`src/rtl/umi_remap_pkg.sv`:
```
// umi_remap_pkg: shared constants, buffer states and chip-ID lookup
// used by the UMI address remap and unmap blocks.
package umi_remap_pkg;

  localparam int ID_W   = 16;
  localparam int ID_SB  = 40;
  localparam int N_MAPS = 8;
  localparam int IDX_W  = $clog2(N_MAPS);

  typedef enum logic [1:0] {
    BUF_EMPTY,
    BUF_ONE,
    BUF_FULL
  } buf_state_t;

  typedef struct packed {
    logic             hit;
    logic [IDX_W-1:0] idx;
  } id_match_t;

  // Priority match of id against a packed table; lowest index wins.
  function automatic id_match_t id_lookup(
    input logic [ID_W-1:0]        id,
    input logic [ID_W*N_MAPS-1:0] tbl
  );
    id_match_t m;
    m = '0;
    for (int i = N_MAPS - 1; i >= 0; i--) begin
      if (tbl[i*ID_W +: ID_W] == id) begin
        m.hit = 1'b1;
        m.idx = IDX_W'(i);
      end
    end
    return m;
  endfunction

endpackage

```
`src/rtl/umi_skid_buffer.sv`:
```
// umi_skid_buffer: two-entry registered valid/ready stage.
// Ports: clk, reset, in_valid/in_data/in_ready, out_valid/out_data/out_ready.
module umi_skid_buffer
  import umi_remap_pkg::*;
#(
  parameter int W = 8
) (
  input  logic         clk,
  input  logic         reset,
  input  logic         in_valid,
  input  logic [W-1:0] in_data,
  output logic         in_ready,
  output logic         out_valid,
  output logic [W-1:0] out_data,
  input  logic         out_ready
);

  buf_state_t   state;
  logic [W-1:0] main_q;
  logic [W-1:0] skid_q;
  logic         full_q;
  logic         accept;
  logic         drain;

  // Ready comes from the registered full flag only; reset just masks it.
  assign in_ready = !full_q && !reset;
  assign out_data = main_q;
  assign accept   = in_valid && in_ready;
  assign drain    = out_valid && out_ready;

  always_ff @(posedge clk) begin
    if (reset) begin
      state     <= BUF_EMPTY;
      out_valid <= 1'b0;
      full_q    <= 1'b0;
    end else begin
      unique case (state)
        BUF_EMPTY: begin
          if (accept) begin
            main_q    <= in_data;
            out_valid <= 1'b1;
            state     <= BUF_ONE;
          end
        end
        BUF_ONE: begin
          if (accept && drain) begin
            main_q <= in_data;
          end else if (accept) begin
            skid_q <= in_data;
            full_q <= 1'b1;
            state  <= BUF_FULL;
          end else if (drain) begin
            out_valid <= 1'b0;
            state     <= BUF_EMPTY;
          end
        end
        BUF_FULL: begin
          if (drain) begin
            main_q <= skid_q;
            full_q <= 1'b0;
            state  <= BUF_ONE;
          end
        end
        default: begin
          out_valid <= 1'b0;
          full_q    <= 1'b0;
          state     <= BUF_EMPTY;
        end
      endcase
    end
  end

endmodule

```
`src/rtl/umi_address_unmap.sv`:
```
// umi_address_unmap: restores remapped chip IDs in srcaddr and removes
// the dstaddr window offset, then registers packets in a skid stage.
// Ports: clk/reset, chipid, ID map tables, window low/high/offset,
// umi_in_* packet (valid/ready), umi_out_* packet (valid/ready), stat_hits.
module umi_address_unmap
  import umi_remap_pkg::*;
#(
  parameter int CW    = 32,
  parameter int AW    = 64,
  parameter int DW    = 256,
  parameter int IDW   = ID_W,
  parameter int IDSB  = ID_SB,
  parameter int NMAPS = N_MAPS
) (
  input  logic                 clk,
  input  logic                 reset,
  input  logic [IDW-1:0]       chipid,
  input  logic [IDW*NMAPS-1:0] old_row_col_address,
  input  logic [IDW*NMAPS-1:0] new_row_col_address,
  input  logic [AW-1:0]        set_dstaddress_low,
  input  logic [AW-1:0]        set_dstaddress_high,
  input  logic [AW-1:0]        set_dstaddress_offset,
  input  logic                 umi_in_valid,
  input  logic [CW-1:0]        umi_in_cmd,
  input  logic [AW-1:0]        umi_in_dstaddr,
  input  logic [AW-1:0]        umi_in_srcaddr,
  input  logic [DW-1:0]        umi_in_data,
  output logic                 umi_in_ready,
  output logic                 umi_out_valid,
  output logic [CW-1:0]        umi_out_cmd,
  output logic [AW-1:0]        umi_out_dstaddr,
  output logic [AW-1:0]        umi_out_srcaddr,
  output logic [DW-1:0]        umi_out_data,
  input  logic                 umi_out_ready,
  output logic [31:0]          stat_hits
);

  localparam int PW = CW + 2*AW + DW;

  logic [IDW-1:0] fld;
  id_match_t      m;
  logic           id_hit;
  logic           win_hit;
  logic [IDW-1:0] old_id;
  logic [AW-1:0]  src_x;
  logic [AW-1:0]  dst_x;
  logic [PW-1:0]  pkt_x;
  logic [PW-1:0]  pkt_q;

  assign fld    = umi_in_srcaddr[IDSB+IDW-1:IDSB];
  assign m      = id_lookup(fld, new_row_col_address);
  assign id_hit = m.hit && (fld != chipid);
  assign old_id = old_row_col_address[int'(m.idx)*IDW +: IDW];

  always_comb begin
    src_x = umi_in_srcaddr;
    if (id_hit) begin
      src_x[IDSB +: IDW] = old_id;
    end
  end

  assign win_hit = (umi_in_dstaddr >= set_dstaddress_low) &&
                   (umi_in_dstaddr <= set_dstaddress_high);
  // Subtraction wraps modulo 2^AW by construction.
  assign dst_x   = win_hit ? umi_in_dstaddr - set_dstaddress_offset
                           : umi_in_dstaddr;

  assign pkt_x = {umi_in_cmd, dst_x, src_x, umi_in_data};

  umi_skid_buffer #(
    .W (PW)
  ) u_skid (
    .clk       (clk),
    .reset     (reset),
    .in_valid  (umi_in_valid),
    .in_data   (pkt_x),
    .in_ready  (umi_in_ready),
    .out_valid (umi_out_valid),
    .out_data  (pkt_q),
    .out_ready (umi_out_ready)
  );

  assign {umi_out_cmd, umi_out_dstaddr,
          umi_out_srcaddr, umi_out_data} = pkt_q;

  always_ff @(posedge clk) begin
    if (reset) begin
      stat_hits <= '0;
    end else if (umi_in_valid && umi_in_ready &&
                 (id_hit || win_hit) &&
                 (stat_hits != 32'hFFFF_FFFF)) begin
      stat_hits <= stat_hits + 32'd1;
    end
  end

endmodule

```
`config.mk`:
```
export PLATFORM = sky130hd
export DESIGN_NAME = umi_address_unmap
export DESIGN_NICKNAME = d
export VERILOG_FILES = /design/src/rtl/umi_remap_pkg.sv /design/src/rtl/umi_skid_buffer.sv /design/src/rtl/umi_address_unmap.sv
export SDC_FILE = /design/constraint.sdc
export NUM_CORES = 2
export LEC_CHECK = 0
export CAP_MARGIN = 25
export CORE_AREA = 8 8 511 513
export DETAILED_ROUTE_END_ITERATION = 8
export DIE_AREA = 0 0 519 521
export DONT_BUFFER_PORTS = 1
export PLACE_DENSITY = 0.33
export SYNTH_ARGS = -nofsm -noshare
export SYNTH_HDL_FRONTEND = slang
export SYNTH_SLANG_ARGS = --single-unit
```
`constraint.sdc`:
```
create_clock -name clk -period 27 [get_ports clk]
set_input_delay 5.4 -clock clk [delete_from_list [all_inputs] [get_ports clk]]
set_output_delay 5.4 -clock clk [all_outputs]
set_load 0.1 [all_outputs]
```
* Yosys cells after proc, flatten, opt, wreduce, memory -nomap -nowiden
Cells that the tools add are included.
Operators by class: add/subtract/negate cells 2, $lt $le $gt $ge 2, eq/ne operators 20, shifts and indexed selects 1, muxes and demuxes 27, bitwise operators 4, reductions and logical operators 18
Operator list (number):
- 416-bit two-way mux | 3
- 416-bit one-hot mux with 3 select lines | 1
- 16-bit equality test | 8
- 128-bit by 8-bit variable part select with 16-bit output | 1
- 64-bit greater-or-equal comparator | 1
- 64-bit <= comparator | 1
- 64-bit two-way mux | 1
- 64-bit subtractor | 1
- 32-bit by 1-bit adder with 32-bit output, second input constant | 1
- 4-bit two-way mux | 8
- 32-bit inequality test, second input constant | 1
- 16-bit two-way mux | 1
- 16-bit inequality test | 1
- 4-bit AND reduction | 3
- 2-bit two-way mux | 5
- 2-bit by 1-bit inequality test with 1-bit output, second input constant | 5
- 5-bit AND reduction | 2
- 1-bit logical AND | 8
- 1-bit one-hot mux with 3 select lines | 2
- 2-bit one-hot mux with 3 select lines | 1
- 1-bit two-way mux | 5
- 2-bit inequality test, second input constant | 2
- 1-bit inverter | 4
- 3-bit by 1-bit inequality test with 1-bit output, second input constant | 1
- 6 further kinds | 7
Storage, ports and cells: register bits 868, output and inout bits 450, logic and storage cells 80

* Longest topological paths before layout
depth after elaboration 13, depth in mapped cells 16

* Hierarchy
From an unflattened synthesis, not the netlist that was laid out.
Unflattened totals: cell total of the unflattened synthesis 3076, area, all modules 42977.5 sq um
By module, submodules not included:
- umi_skid_buffer | times used 1, cells an instance 1326, area an instance 30696.9 sq um, sequential area each 25064.0 sq um
- umi_address_unmap | times used 1, cells an instance 1750, area an instance 12280.5 sq um, sequential area each 640.6 sq um

* Least setup slack after synthesis
No wires, ideal clock.
kind input-to-reg, start point in reset, end point reg u_skid.main_q[0] (netlist: u_skid.out_data[0]) (enable), arrival time 24.586 ns, required time 25.798 ns, setup slack 1.212 ns, stages 5, path buffers 0, cell sequence nor2_1 -> nand2_1 -> a211oi_1 -> a21oi_1 -> nor2_1
Between the ends: longest elaborated chain between the ends 6
Ends and longest elaborated chain:
- start, declared | RTL line umi_address_unmap.sv:16 | input logic reset,
- 1-bit zero test | RTL line umi_skid_buffer.sv:26 | assign in_ready = !full_q && !reset;
- 1-bit logical AND | RTL line umi_skid_buffer.sv:26
- 1-bit logical AND | RTL line umi_skid_buffer.sv:28 | assign accept = in_valid && in_ready;
- 1-bit logical AND | RTL line umi_skid_buffer.sv:46 | if (accept && drain) begin
- 2-bit by 1-bit inequality test with 1-bit output (no source line)
- 5-bit AND reduction (no source line) *
- end signal, assigned | RTL line umi_skid_buffer.sv:40 | main_q <= in_data;
- end signal, assigned | RTL line umi_skid_buffer.sv:47 | main_q <= in_data;
- end signal, assigned | RTL line umi_skid_buffer.sv:59 | main_q <= skid_q;
- end, declared | RTL line umi_skid_buffer.sv:19 | logic [W-1:0] main_q;
Mark *: on every way between the ends. The rest lies on a longest branch, timed or not. A chain may end at the register's enable or synchronous reset.

* Worst setup path after layout
start point in reset, end point out umi_in_ready
Between the ends: longest elaborated chain between the ends 2
Ends and longest elaborated chain:
- 1-bit zero test | RTL line umi_skid_buffer.sv:26
- 1-bit logical AND | RTL line umi_skid_buffer.sv:26
- end, declared | RTL line umi_address_unmap.sv:28 | output logic umi_in_ready,
Every way passes these cells.

==> impl_metrics.json <==
{
  "p_total_uw": 3470,
  "initial_core_util_pct": 17.0,
  "grt_max_degree": 154,
  "syn_nets": 4968,
  "finalClockSkew_ns": 0.0669,
  "setup-tns-final_ns": 0,
  "ctsResizeCount": 0,
  "cp-end-kind": "output port",
  "multiInputGateArea_um2": 15800,
  "die_w_um": 519,
  "fmax_mhz": 87.3,
  "grt_usage_pct": 15.1,
  "drive_gt1_share_pct": 10.5,
  "period_minus_slack_ns": 11.46,
  "syn_area_um2": 43000,
  "synth_enable_flop_cells": 832,
  "ys_top_cells_by_count": "nand2_1 (1161), edfxtp_1 (832), nor2_1 (222)",
  "synth-seq-area-share_pct": 59.7,
  "io_buffers": 0,
  "ios": 1334,
  "syn-instance-count": 3891,
  "synth-seq-cells": 868,
  "ys_types": 81,
  "syn_avg_cell_area_um2": 11.1,
  "dieHeight_um": 521,
  "regArea_um2": 25700,
  "vias": 30100,
  "min_path_type": "flip-flop to flip-flop",
  "min_path_cells": 2,
  "reg2reg_depth": 8,
  "n_fill_cell": 27600,
  "clk_latency_ns": 0.76,
  "routed_wl_um": 214000,
  "drv_cap": 0,
  "yosysMostFrequentCell": "nand2_1",
  "htree_num_levels": 3,
  "dieArea_um2": 270000,
  "rrSetupSlack_ns": 21.63,
  "cellPowerDensity_nw_per_um2": 67.5,
  "ir_worst_vdd_uv": 52.0,
  "root_buffer": "clkbuf_16",
  "syn_to_final_growth_pct": 19.4,
  "layout.nets": 5044,
  "post_drt_via_cell_ratio": 4.04,
  "worstMarginPinSlew_ns": 1.20,
  "gp_congestion": 0.858,
  "drt_iter0_drc": 1993,
  "p_leak_uw": 0.0196,
  "drc": 0,
  "drtPass1Iterations": 5,
  "rows": 185,
  "setup_violations": 0,
  "synth_ff_type": "edfxtp_1",
  "cp.arrival_ns": 6.06,
  "synth_top_area_share_pct": 58.0,
  "max_stage_delay_ns": 0.59,
  "cts_tree": "built",
  "postCtsSetupBuffers": 0,
  "worstSetupPathDepth": 1,
  "rsz0062_at_grt": "false",
  "status": "complete, no violations",
  "grt_pass1_wl_um": 283000,
  "hpwl_um": 172000,
  "synth_warnings": 0,
  "clk_pin_slew_worst_paths_ns": 0.05,
  "coreArea_um2": 253000,
  "cp.required_ns": 21.60,
  "cts.path.max_buffers": 3,
  "worst_setup_path_start_kind": "primary input",
  "hold_violations": 0,
  "grt_overflow": 0,
  "dp_cells": 7224,
  "cp_cell_sequence": "nor2_4",
  "crit_slowest_cell": "nor2_4",
  "drv_slew": 0,
  "cts_buffers": 107,
  "wl_per_cell_um": 28.8,
  "cp_num_buf_inv": 0,
  "antenna_found_initial": 61,
  "yosys.area.top_type": "edfxtp_1",
  "crit_type": "primary input to output port",
  "grt_pass1_vias": 30100,
  "yosys-top-cells-area": "edfxtp_1 (58%), nand2_1 (10%), ha_1 (5.6%)",
  "ctsHoldBuffers": 0,
  "async_flop_share_pct": 0,
  "cp_top_family": "simple AND/OR/NAND/NOR gates",
  "ant_nets": 0,
  "relSlewSlack_pct": 19.0,
  "utilization_pct": 20.3,
  "cp_max_fo": 39,
  "finalNonFillerCells": 7439,
  "fin_crit_sh_pct": 42.4,
  "clkSinkCount": 868
}
==> power breakdown <==
part	switching, uW	internal, uW
registers	160	1530
clock network	640	773
logic	236	126
total	1040	2430
==> cell type report <==
class                      count  share of cell area, %
tap                         3366                   8.19
clock buffer                 129                   5.37
clock inverter                68                   1.19
antenna                       18                 0.0876
timing repair buffer         141                   2.85
sequential                   868                   50.0
multi-input combinational   2629                   30.7
inverter                     220                   1.61
==> cell usage in the layout (no fill, tap or decap), types with 20 or more instances in the layout <==
cell       count
nand2_1     1161
edfxtp_1     832
inv_1        220
nor2_1       219
ha_1         192
xnor2_1      139
a21oi_1      122
clkbuf_16    107
buf_4        105
xor2_1        86
a21o_1        84
mux2_2        83
o21ai_0       78
nand4_1       66
mux2i_1       33
dfxtp_1       33
o31ai_1       30
nand3_1       30
clkinv_1      27
nor4_1        25
clkbuf_1      22
and3_1        21
buf_12        21
a2111oi_2     20
==> sequential cells by signal (all words and copies together), names as in the netlist <==
register,count
stat_hits,32
u_skid.full_q,1
u_skid.out_data,416
u_skid.out_valid,1
u_skid.skid_q,416
u_skid.state,2
==> final timing paths <==
kind	start	to
worst min register to register	u_skid.skid_q[177]$_DFFE_PP_	u_skid.out_data[177]$_DFFE_PP_
worst min-delay path	u_skid.skid_q[177]$_DFFE_PP_	u_skid.out_data[177]$_DFFE_PP_
worst max register to register	u_skid.full_q$_SDFFE_PP0P_	u_skid.skid_q[34]$_DFFE_PP_
worst max-delay path	reset	umi_in_ready
==> stage by stage <==
| step | worst slack [ns] | hold WS (ns) | cell area [um2] |
|---|---|---|---|
| final | 15.54 | 0.461 | 51400 |
| after floorplan | 1.21 | 0.450 | 43000 |
| after global routing | 15.53 | 0.479 | 51400 |
| after CTS | 15.55 | 0.462 | 51400 |
| after global placement | 15.56 | 0.488 | 47400 |
| after detailed placement | 15.55 | 0.492 | 48000 |
==> layer usage <==
layer	vias to the layer above	global-route usage, %	share of wire (%)
met1	14800	16.7	38
met2	1205	26.0	48
met4	48	3.04	1.8
li1	13800	-	-
met3	226	7.71	12
met5	-	0	0.15
==> logic make-up (layout without fill, tap and decap cells) <==
group	count (synthesis)	after routing	synth area share [%]
adder cells (fa/ha/maj)	193	193	5.63
other	0	18	0
buffers and inverters	394	558	3.81
multiplexers	116	116	2.94
AND/OR/NAND/NOR	1599	1599	15.2
XOR/XNOR	225	225	4.58
flip-flops	868	868	59.7
AO/OA/AOI/OAI	496	496	8.15
Power figures use the tool's default switching activity.
